**src/rtl/fifo_ptr_pkg.sv**
```systemverilog
// ----------------------------------------------------------------------------
// fifo_ptr_pkg
// Shared definitions for the FIFO pointer controller:
//   - cnt_width()   : occupancy counter width for a given pointer width
//                     (one extra bit so that count can reach DEPTH)
//   - depth_legal() : elaboration-time legality check for DEPTH
//   - reset constants for pointers and status flags
// ----------------------------------------------------------------------------
package fifo_ptr_pkg;

  // Pointer reset value (cast to ADDR_W at the point of use)
  localparam int unsigned PTR_RST = 0;

  // Status flag reset values: an empty FIFO is empty and almost-empty
  localparam logic FULL_RST  = 1'b0;
  localparam logic EMPTY_RST = 1'b1;
  localparam logic AF_RST    = 1'b0;
  localparam logic AE_RST    = 1'b1;
  localparam logic ERR_RST   = 1'b0;

  // Occupancy needs to represent 0..DEPTH, and DEPTH may equal 2^ADDR_W
  function automatic int unsigned cnt_width(input int unsigned addr_w);
    return addr_w + 32'd1;
  endfunction

  // DEPTH must lie in 2..2^ADDR_W
  function automatic bit depth_legal(input int unsigned addr_w,
                                     input longint unsigned depth);
    return (depth >= 64'd2) && (depth <= (64'd1 << addr_w));
  endfunction

endpackage : fifo_ptr_pkg

```
**src/rtl/fifo_ptr_ctrl_ptr_wrap_inc.sv**
```systemverilog
// ----------------------------------------------------------------------------
// ptr_wrap_inc
// Combinational wrap-aware pointer increment. Wraps at DEPTH-1 rather than at
// 2^ADDR_W, so DEPTH need not be a power of two.
// Parameters: ADDR_W (pointer width), DEPTH (number of entries)
// Ports:
//   ptr_i  in  ADDR_W  current pointer (always < DEPTH)
//   nxt_o  out ADDR_W  pointer after one advance
// ----------------------------------------------------------------------------
module ptr_wrap_inc #(
  parameter int ADDR_W = 8,
  parameter int DEPTH  = 256
) (
  input  logic [ADDR_W-1:0] ptr_i,
  output logic [ADDR_W-1:0] nxt_o
);

  localparam logic [ADDR_W-1:0] LAST_IDX = ADDR_W'(DEPTH - 1);

  // Advance pointer, returning to zero after the last legal index
  always_comb begin
    nxt_o = ptr_i;
    if (ptr_i == LAST_IDX) begin
      nxt_o = '0;
    end else begin
      nxt_o = ptr_i + ADDR_W'(1);
    end
  end

endmodule : ptr_wrap_inc

```
**src/rtl/fifo_ptr_ctrl.sv**
```systemverilog
// ----------------------------------------------------------------------------
// fifo_ptr_ctrl
// Registered read/write pointer controller for the lab FIFO. Owns both
// pointers (wrapping at DEPTH), tracks occupancy and derives registered
// full / empty / almost_full / almost_empty flags from the next occupancy.
//
// Optional feature: define FIFO_PTR_ERR_EN to build sticky overflow /
// underflow error flags. Without it both outputs are tied to 0.
//
// Parameters: ADDR_W, DEPTH (2..2^ADDR_W), AF_LVL, AE_LVL
// Ports:
//   clk            in   single clock, rising edge
//   rst_n          in   synchronous active-low reset
//   push, pop      in   write / read requests
//   wr_addr        out  write pointer (memory write address)
//   rd_addr        out  read pointer (head entry while !empty)
//   wr_en, rd_en   out  combinational accepted push / pop
//   count          out  registered occupancy 0..DEPTH
//   full, empty, almost_full, almost_empty  out  registered flags
//   overflow, underflow                     out  sticky error flags
// ----------------------------------------------------------------------------
module fifo_ptr_ctrl
  import fifo_ptr_pkg::*;
#(
  parameter int ADDR_W = 8,
  parameter int DEPTH  = 256,
  parameter int AF_LVL = DEPTH - 2,
  parameter int AE_LVL = 2
) (
  input  logic                              clk,
  input  logic                              rst_n,
  input  logic                              push,
  input  logic                              pop,
  output logic [ADDR_W-1:0]                 wr_addr,
  output logic [ADDR_W-1:0]                 rd_addr,
  output logic                              wr_en,
  output logic                              rd_en,
  output logic [cnt_width(ADDR_W)-1:0]      count,
  output logic                              full,
  output logic                              empty,
  output logic                              almost_full,
  output logic                              almost_empty,
  output logic                              overflow,
  output logic                              underflow
);

  localparam int CNT_W = cnt_width(ADDR_W);
  localparam logic [CNT_W-1:0] DEPTH_C = CNT_W'(DEPTH);
  localparam logic [CNT_W-1:0] AF_C    = CNT_W'(AF_LVL);
  localparam logic [CNT_W-1:0] AE_C    = CNT_W'(AE_LVL);

  if (!depth_legal(ADDR_W, DEPTH)) begin : g_bad_depth
    $error("fifo_ptr_ctrl: DEPTH must be in 2..2^ADDR_W");
  end

  logic [ADDR_W-1:0] wr_ptr_q, wr_ptr_d, wr_ptr_inc;
  logic [ADDR_W-1:0] rd_ptr_q, rd_ptr_d, rd_ptr_inc;
  logic [CNT_W-1:0]  count_q, count_d;
  logic              full_q, full_d;
  logic              empty_q, empty_d;
  logic              af_q, af_d;
  logic              ae_q, ae_d;

  ptr_wrap_inc #(.ADDR_W(ADDR_W), .DEPTH(DEPTH)) u_wr_inc (
    .ptr_i (wr_ptr_q),
    .nxt_o (wr_ptr_inc)
  );

  ptr_wrap_inc #(.ADDR_W(ADDR_W), .DEPTH(DEPTH)) u_rd_inc (
    .ptr_i (rd_ptr_q),
    .nxt_o (rd_ptr_inc)
  );

  // Acceptance uses the registered (pre-edge) flags. Gating with rst_n keeps
  // the memory from being written while reset is held.
  assign wr_en = push & ~full_q  & rst_n;
  assign rd_en = pop  & ~empty_q & rst_n;

  // Next pointer, occupancy and flag values
  always_comb begin
    wr_ptr_d = wr_ptr_q;
    rd_ptr_d = rd_ptr_q;
    count_d  = count_q;

    if (wr_en) begin
      wr_ptr_d = wr_ptr_inc;
    end else begin
      wr_ptr_d = wr_ptr_q;
    end

    if (rd_en) begin
      rd_ptr_d = rd_ptr_inc;
    end else begin
      rd_ptr_d = rd_ptr_q;
    end

    // Simultaneous accepted push and pop leave occupancy unchanged
    case ({wr_en, rd_en})
      2'b10:   count_d = count_q + CNT_W'(1);
      2'b01:   count_d = count_q - CNT_W'(1);
      default: count_d = count_q;
    endcase

    // Flags follow the next occupancy so they line up with count
    full_d  = (count_d == DEPTH_C);
    empty_d = (count_d == CNT_W'(0));
    af_d    = (count_d >= AF_C);
    ae_d    = (count_d <= AE_C);
  end

  // Pointer, occupancy and flag registers
  always_ff @(posedge clk) begin
    if (!rst_n) begin
      wr_ptr_q <= ADDR_W'(PTR_RST);
      rd_ptr_q <= ADDR_W'(PTR_RST);
      count_q  <= '0;
      full_q   <= FULL_RST;
      empty_q  <= EMPTY_RST;
      af_q     <= AF_RST;
      ae_q     <= AE_RST;
    end else begin
      wr_ptr_q <= wr_ptr_d;
      rd_ptr_q <= rd_ptr_d;
      count_q  <= count_d;
      full_q   <= full_d;
      empty_q  <= empty_d;
      af_q     <= af_d;
      ae_q     <= ae_d;
    end
  end

`ifdef FIFO_PTR_ERR_EN
  logic ovf_q, ovf_d;
  logic udf_q, udf_d;

  // Sticky error flags: set on a rejected request, cleared only by reset
  always_comb begin
    ovf_d = ovf_q;
    udf_d = udf_q;
    if (push && full_q) begin
      ovf_d = 1'b1;
    end else begin
      ovf_d = ovf_q;
    end
    if (pop && empty_q) begin
      udf_d = 1'b1;
    end else begin
      udf_d = udf_q;
    end
  end

  // Error flag registers
  always_ff @(posedge clk) begin
    if (!rst_n) begin
      ovf_q <= ERR_RST;
      udf_q <= ERR_RST;
    end else begin
      ovf_q <= ovf_d;
      udf_q <= udf_d;
    end
  end

  assign overflow  = ovf_q;
  assign underflow = udf_q;
`else
  assign overflow  = 1'b0;
  assign underflow = 1'b0;
`endif

  assign wr_addr      = wr_ptr_q;
  assign rd_addr      = rd_ptr_q;
  assign count        = count_q;
  assign full         = full_q;
  assign empty        = empty_q;
  assign almost_full  = af_q;
  assign almost_empty = ae_q;

endmodule : fifo_ptr_ctrl

```
**config.mk**
```make
export PLATFORM = sky130hd
export DESIGN_NAME = fifo_ptr_ctrl
export DESIGN_NICKNAME = d
export VERILOG_FILES = /design/src/rtl/fifo_ptr_pkg.sv /design/src/rtl/fifo_ptr_ctrl_ptr_wrap_inc.sv /design/src/rtl/fifo_ptr_ctrl.sv
export SDC_FILE = /design/constraint.sdc
export NUM_CORES = 1
export LEC_CHECK = 0
export CORE_MARGIN = 2
export CORE_UTILIZATION = 45
export CTS_CLUSTER_DIAMETER = 100
export CTS_CLUSTER_SIZE = 30
export DETAILED_ROUTE_END_ITERATION = 6
export PLACE_DENSITY = 0.73
export SYNTH_ARGS = -nofsm -noshare
export SYNTH_HDL_FRONTEND = slang
export SYNTH_SLANG_ARGS = --single-unit
```
**constraint.sdc**
```tcl
create_clock -name clk -period 9.55 [get_ports clk]
set_clock_uncertainty 0.05 [all_clocks]
set_input_delay 1.91 -clock clk [delete_from_list [all_inputs] [get_ports clk]]
set_output_delay 1.91 -clock clk [all_outputs]
set_load 0.03 [all_outputs]
```
* Yosys cells after proc, flatten, opt, wreduce, memory -nomap -nowiden
Cells that the tools add are included.
** Cells by class
- Eq/ne operators :: 5
- Reductions and logical operators :: 1
- Add/sub/neg operators :: 4
- Bitwise gates (word level) :: 6
- Multiplexer cells :: 3
- Order comparisons :: 2
** Operators with widths (number)
- $pmux 9 s2 :: 1
- $add 8x1->8 const B :: 2
- $eq 8x8->1 const B :: 2
- $mux 8 :: 2
- $add 9x1->9 const B :: 1
- $eq 9x9->1 const B :: 1
- $ge 9x8->1 const B :: 1
- $le 9x2->1 const B :: 1
- $logic_not 9->1 :: 1
- $sub 9x1->9 const B :: 1
- $and 1x1->1 :: 4
- $eq 2x1->1 const B :: 1
- $eq 2x2->1 const B :: 1
- $not 1->1 :: 2
** Word-level totals
- Bits of input ports :: 4
- Flip-flop bits (word level) :: 29
- Logic and storage cells :: 28
- Output and inout bits :: 33

* Depth between registers and ports, before layout
Gate-level depths: netlist (run 1).
- Word-level depth :: 6
- Depth in mapped cells :: 11
- Mapped depth without buffers :: 11

* Modules after synthesis
A second synthesis (run 1) with hierarchy kept.
** Unflattened totals
- Cells, all modules :: 221
- Area total of the unflattened synthesis :: 1784.2 µm²
** By module, submodules not included
- fifo_ptr_ctrl :: cells each 177, area an instance 1491.4 µm², times used 1, seq. area each 580.6 µm²
- ptr_wrap_inc :: cells each 22, area an instance 146.4 µm², times used 2, seq. area each 0.0 µm²

* Least setup slack after synthesis (run 1)
No wires, ideal clock.
- Path type :: input to register
- From :: input rst_n
- To :: register ae_q (netlist: almost_empty)
- Data required time :: 9.399 ns
- Path slack :: 4.524 ns
- Stages :: 11
- Setup time :: 0.101 ns
- Data arrival time :: 4.875 ns
- Cells stage by stage :: nand2_1 > or2_2 > inv_1 > ha_1 > ha_1 > a211oi_2 > o31ai_1 > mux2i_1 > nor2_1 > or4_4 > o41ai_1
** On the way
- Cells in the longest elaborated chain, start to end :: 4
- Elaborated cells between the ends (all ways) :: 6
- Those cells by class :: order compare: 1; eq/ne: 2; mux: 1; bitwise: 2
** Ends and longest elaborated chain
- start: declaration :: line fifo_ptr_ctrl.sv:31 : input logic rst_n,
- $and 1x1->1 * :: line fifo_ptr_ctrl.sv:77 : assign rd_en = pop & ~empty_q & rst_n;
- via rd_en :: line fifo_ptr_ctrl.sv:37 : output logic rd_en,
- $eq 2x1->1 or $eq 2x2->1 (tied branches) :: line fifo_ptr_ctrl.sv:98 : case ({wr_en, rd_en})
- $pmux 9 s2 * :: line fifo_ptr_ctrl.sv:98
- $le 9x2->1 * :: line fifo_ptr_ctrl.sv:108 : ae_d = (count_d <= AE_C);
- end signal: assignment :: line fifo_ptr_ctrl.sv:120 : ae_q <= AE_RST;
- end signal: assignment :: line fifo_ptr_ctrl.sv:128 : ae_q <= ae_d;
- end: declaration :: line fifo_ptr_ctrl.sv:62 : logic ae_q, ae_d;
Mark *: on every way through the listed nets, which the timed path passes. The rest lies on a longest branch.
A chain may end at the register's enable or synchronous reset.

* Worst setup path after layout (run 1)
- From :: input rst_n
- To :: output rd_en
** On the way
- Cells in the longest elaborated chain, start to end :: 1
** Ends and longest elaborated chain (line)
- $and 1x1->1 :: fifo_ptr_ctrl.sv:77
- end: declaration :: fifo_ptr_ctrl.sv:37
No other way between the ends.

==> results of run 1 <==
==> cells in the mapped netlist (2+ instances only) <==
cell       n  area (sq um)
nor3_1     2         10.01
buf_4      2         15.01
inv_1      4         15.01
xnor2_1    5         43.79
mux2i_1    4         40.04
or3_1      2         12.51
clkbuf_1   2         7.510
o41ai_1    2         17.52
or2_2      2         12.51
a2111o_1   2         22.52
nand4_1    2         12.51
and3_1     2         12.51
a21oi_1    9         45.04
ha_1      10         125.1
dfxtp_1   29         580.6
xor2_1    12         105.1
o21ai_0    8         40.04
a21o_1     3         22.52
nor2_1    21         78.83
nand3_1   11         55.05
o211ai_1   3         22.52
nand2b_1   4         25.02
o31ai_1    2         15.01
and2_1     3         18.77
nand2_1   24         90.09
==> worst max-delay path, delay by kind of cell <==
family                 cells  cell delay, ns
buffers and inverters      3            1.62
and+or+nand+nor            2            0.40
==> metal layers <==
| metal | routed length, um | part of all wire (%) |
|---|---|---|
| met2 | 1484 | 43 |
| met1 | 1748 | 51 |
| met3 | 173 | 5.0 |
| met5 | 0 | 0 |
| met4 | 53 | 1.5 |
==> sequential cells by signal, summed over array words and instances, names as in the netlist <==
register	flops
almost_empty	1
almost_full	1
empty	1
wr_addr	8
count	9
rd_addr	8
full	1
==> logic make-up after synthesis <==
| kind of cell | after synthesis |
|---|---|
| adders and majority gates | 11 |
| xor gates and xnor gates | 17 |
| DFF | 29 |
| AOI/OAI and AO/OA | 35 |
| buffers and inverters | 10 |
| other | 1 |
| muxes | 5 |
| and+or+nand+nor | 79 |
==> layout make-up <==
cell class	count	area [sq um]	share of cell area (%)
multi-input combinational	149	967.2	47.89
timing repair buffer	34	340.3	16.85
clock buffer	5	37.54	1.859
inverter	5	18.77	0.9294
tap	46	57.56	2.850
sequential	29	580.6	28.75
clock inverter	3	17.52	0.8674
==> per-stage QoR <==
stage / area [sq um] / total power, W / setup WS [ns] / cells
after global routing: 2019 / 0.0002867 / 3.552 / 271
after CTS: 2019 / 0.0002737 / 3.663 / 271
final: 2019 / 0.0002723 / 3.666 / 271
after floorplan: 1593 / 0.0001810 / 4.524 / 188
after global placement: 1964 / 0.0002020 / 3.661 / 263
after detailed placement: 1964 / 0.0002021 / 3.547 / 263
==> final timing paths <==
path	cells past startpoint	start	slack, ns	end
worst max-delay path	5	rst_n	3.67	rd_en
worst min-delay path	2	wr_addr[1]	0.45	wr_addr[1]
worst max register to register	10	empty	6.02	almost_empty
worst min register to register	2	wr_addr[1]	0.45	wr_addr[1]
==> power groups by stage <==
| stage | Sequential (W) | Combinational (W) | Clock, W |
|---|---|---|---|
| after global routing | 0.000134 | 0.0000731 | 0.0000799 |
| after CTS | 0.000133 | 0.0000671 | 0.0000739 |
| after detailed placement | 0.000135 | 0.0000668 | 0 |
| after floorplan | 0.000146 | 0.0000353 | 0 |
| final | 0.000133 | 0.0000673 | 0.0000725 |
| after global placement | 0.000136 | 0.0000663 | 0 |
==> impl_metrics.toml, run 1 <==
[yosys]
synthMuxAreaShare_pct = 3.228
synth-compound-area-share_pct = 14.96
synth_top_family_by_area = "simple AND/OR/NAND/NOR gates"
syn_avg_cell_area_sq_um = 8.497
synth-async-reset-ratio_pct = 0
yosysWarnings = 0
synth_area_sq_um = 1589
synthSimpleGateAreaFrac_pct = 23.70
synth_xor_area_share_pct = 9.370
yosysSeqAreaShare_pct = 36.54
netlist_instances = 187
ys_types = 42
synth_seq_cells = 29
synth_edf_count = 0
ys.flop_type = "dfxtp_1"
synth-adder-area-share_pct = 9.134

[sta]
slew_violations = 0
min_period_ns = 5.884
final.setup.tns_ns = 0
fmax_mhz = 169.9
whs_ns = 0.4508
min_period_over_period_pct = 61.61
grt_setup_unrepaired = "no"
hold_violations = 0
max-slew-margin-rel_pct = 49.21
worstMarginPinSlew_ns = 0.7618
setup_viol = 0

[cells_and_area]
layout_common_cells = "34 x clkdlybuf4s50_1, 29 x dfxtp_1, 24 x nand2_1"
final_common_cell = "clkdlybuf4s50_1"
fill_cells = 318
drive_gt1_share_pct = 5.778
area_growth_pct = 27.09
antenna_cells = 0
nets = 239
fin_util_pct = 60.04

[route]
firstDrtPassIters = 5
ant_nets = 0
routed_wl_mm = 3.459
dr.first_iter.drc_count = 87
drc_errors = 0
vias = 1406
viasPerCell = 5.188
wire_per_inst_um = 12.76

[critical_path]
cp.required_ns = 7.59
start_kind = "input pin"
crit_top_cell = "clkdlybuf4s50_1"
setup.worst_path.end_class = "output pin"
cp_max_fo = 14
cp_slowest_cell = "clkdlybuf4s50_1"
cp_slowest_stage_delay_ns = 0.76
cp_cell_sequence = "clkdlybuf4s50_1 -> nand2_1 -> or2_2 -> inv_1 -> clkdlybuf4s50_1"
path_class = "in -> out"
worstPathArrival_ns = 3.92

[die]
die_h_um = 63.43
core-area_sq_um = 3363
ios = 37
die_w_um = 63.43
initial_utilization_pct = 47.25
rows = 21
die-area_sq_um = 4023

[grt]
met1_usage_pct = 25.25
grt_util_met2_pct = 28.29
grtUsageTotal_pct = 18.28
antenna_found_initial = 0
grt_first_pass_wirelength_mm = 5.844
grt_pass1_vias = 1262
gr-usage-met3_pct = 3.571
grt_overflow = 0
grt-busiest-layer = "met2"
grt_max_degree = 25

[clocking]
cts_tree = "yes"
post-cts-setup-buffers = 0
cts_hold_buf = 0
cts_inserted_buffers = 5
cts_buffer_depth = 2
clk_pin_slew_ns = 0.09
cts_root_buf = "clkbuf_4"
clock_latency_ns = 0.33
h-tree-depth = 2
post_cts_resized = 0
cts_sinks = 29

[placement]
portBuffers = 34
dp_hpwl_mm = 2.529
gp_congestion = 0.7890

[power_and_ir_drop]
power_density_nw_per_um2 = 134.8
leakagePower_nw = 0.8096
intPower_w = 0.0001821
p_comb_share_pct = 24.7
ir_drop_v = 0.0001045
pwr-share-seq_pct = 48.7
clockPowerShare_pct = 26.6
p_switching_w = 0.00009019
netSwitchingFraction_pct = 33.12

[run]
maxCapViolCount = 0

[worst_hold_path]
min_path_type = "reg -> reg"

[status]
status = "finished, final reports clean"
Note: power is estimated with default switching activity, not from simulation.
==> inputs of run 2 (changes only) <==
Settings changed: CORE_UTILIZATION 45 to 44, PLACE_DENSITY 0.73 to 0.75.
Clock period 9.55 ns to 5.2 ns, I/O delays scaled along.
==> run 2 against run 1 <==
Compared with the run above: combinational power rose by 86%; utilization fell by 0.13 points; critical endpoint is now almost_empty; final cell count increased by 0.74%; non-clock buffer count increased by 2; first-iteration DRC count down 28%; critical path depth grew 7; sequential cell count is the same; clock-buffer cell count is 1 higher; via count is 1.1% higher; hold slack improved by 0.0029 ns; die area grew 2.1%; design area increased by 0.56%.
==> impl_metrics.toml, run 2 (synthesized netlist as in run 1, its figures left out) <==
[cells_and_area]
drive_gt1_share_pct = 6.167
fill_cells = 293
area_growth_pct = 27.80
largest_reg_flops = 9
multi_input_area_sq_um = 967.2
register_area_sq_um = 580.6
antenna_cells = 0
fin_util_pct = 59.91
nets = 241
final_common_cell = "clkdlybuf4s50_1"
layout_common_cells = "34 x clkdlybuf4s50_1, 29 x dfxtp_1, 24 x nand2_1"

[die]
core-area_sq_um = 3390
die_h_um = 64.10
initial_utilization_pct = 46.88
die-area_sq_um = 4108
die_w_um = 64.10
ios = 37
rows = 21

[clocking]
clock_latency_ns = 0.33
cts_sinks = 29
post-cts-setup-buffers = 0
clk_pin_slew_ns = 0.10
cts_buffer_depth = 2
cts_tree = "yes"
post_cts_resized = 0
cts_inserted_buffers = 5
h-tree-depth = 2
cts_hold_buf = 0
cts_root_buf = "clkbuf_4"

[route]
viasPerCell = 5.205
drc_errors = 0
dr.first_iter.drc_count = 63
routed_wl_mm = 3.327
wire_per_inst_um = 12.19
vias = 1421
ant_nets = 0
firstDrtPassIters = 4

[sta]
whs_ns = 0.4537
final.setup.tns_ns = 0
grt_setup_unrepaired = "no"
worstMarginPinSlew_ns = 0.5257
max-slew-margin-rel_pct = 64.59
setup_viol = 0
hold_violations = 0
min_period_ns = 4.424
min_period_over_period_pct = 85.07
fmax_mhz = 226.1
slew_violations = 0

[grt]
grt_overflow = 0
grt_first_pass_wirelength_mm = 5.754
grt_max_degree = 16
grtUsageTotal_pct = 17.95
antenna_found_initial = 0
grt_pass1_vias = 1247

[critical_path]
path_class = "in -> reg"
setup.worst_path.end_class = "register"
cp_slowest_stage_delay_ns = 0.55
cp_slowest_cell = "or4_4"
cp_max_fo = 13
worstPathArrival_ns = 4.60
crit_top_cell = "ha_1"
cp.required_ns = 5.37
cp_cell_sequence = "clkdlybuf4s50_1 -> nand2_1 -> or2_2 -> inv_1 -> ha_1 -> ha_1 -> a211oi_2 -> o31ai_1 -> mux2i_1 -> nor2_1 -> or4_4 -> o41ai_1"
start_kind = "input pin"

[placement]
gp_congestion = 0.7885
dp_hpwl_mm = 2.532
portBuffers = 34

[status]
status = "finished, final reports clean"

[power_and_ir_drop]
leakagePower_nw = 0.8200
power_density_nw_per_um2 = 245.7
ir_drop_v = 0.0001913
power_w = 0.0004989

[worst_hold_path]
min_path_type = "reg -> reg"

[run]
maxCapViolCount = 0
==> run 2: cell types whose count changed in the layout (fill, tap and decap cells not counted), sizes merged <==
cell / before / now
buf: 0 / 2
clkbuf: 5 / 6
clkinvlp: 1 / 0
==> run 2: routing by layer <==
layer / up-vias / GRT usage (%) / wire (um)
met1: 648 / 24.42 / 1641
li1: 742 / - / -
met4: 0 / 5.319 / 44
met5: - / 0 / 0
met2: 25 / 27.21 / 1504
met3: 6 / 5.634 / 137
==> run 2: power by group <==
| part | internal, W | total [W] | switching, W |
|---|---|---|---|
| clock | 0.0000514 | 0.000131 | 0.0000794 |
| sequential | 0.000233 | 0.000243 | 0.0000104 |
| combinational | 0.0000527 | 0.000125 | 0.0000723 |
==> run 2: through the flow <==
stage,instance area (sq um),cells,setup WS (ns)
floorplan,1593,188,1.044
global placement,1979,265,0.5229
detailed placement,1979,265,0.4167
CTS,2031,273,0.7597
global route,2031,273,0.5015
finish,2031,273,0.7764
==> run 2: path summary, 6_finish.rpt <==
path              startpoint           end  slack, ns  cells after the start
setup reg to reg       empty  almost_empty       1.68                     10
setup / recovery       rst_n  almost_empty       0.78                     12
hold reg to reg   rd_addr[1]    rd_addr[1]       0.45                      2
hold / removal    rd_addr[1]    rd_addr[1]       0.45                      2
==> run 2: final cells by class <==
cell class                      count  share of cell area [%]
Tap cell                           46                   2.834
Clock buffer                        6                   2.033
Clock inverter                      2                  0.4929
Inverter                            5                  0.9242
Multi-Input combinational cell    149                   47.63
Sequential cell                    29                   28.59
Timing Repair Buffer               36                   17.50
==> run 2: critical path, delay by kind of cell <==
family	cells	cell delay [ns]
AOI/OAI and AO/OA	3	0.81
adders and majority gates	2	0.86
buffers and inverters	2	0.64
muxes	1	0.28
and+or+nand+nor	4	0.98
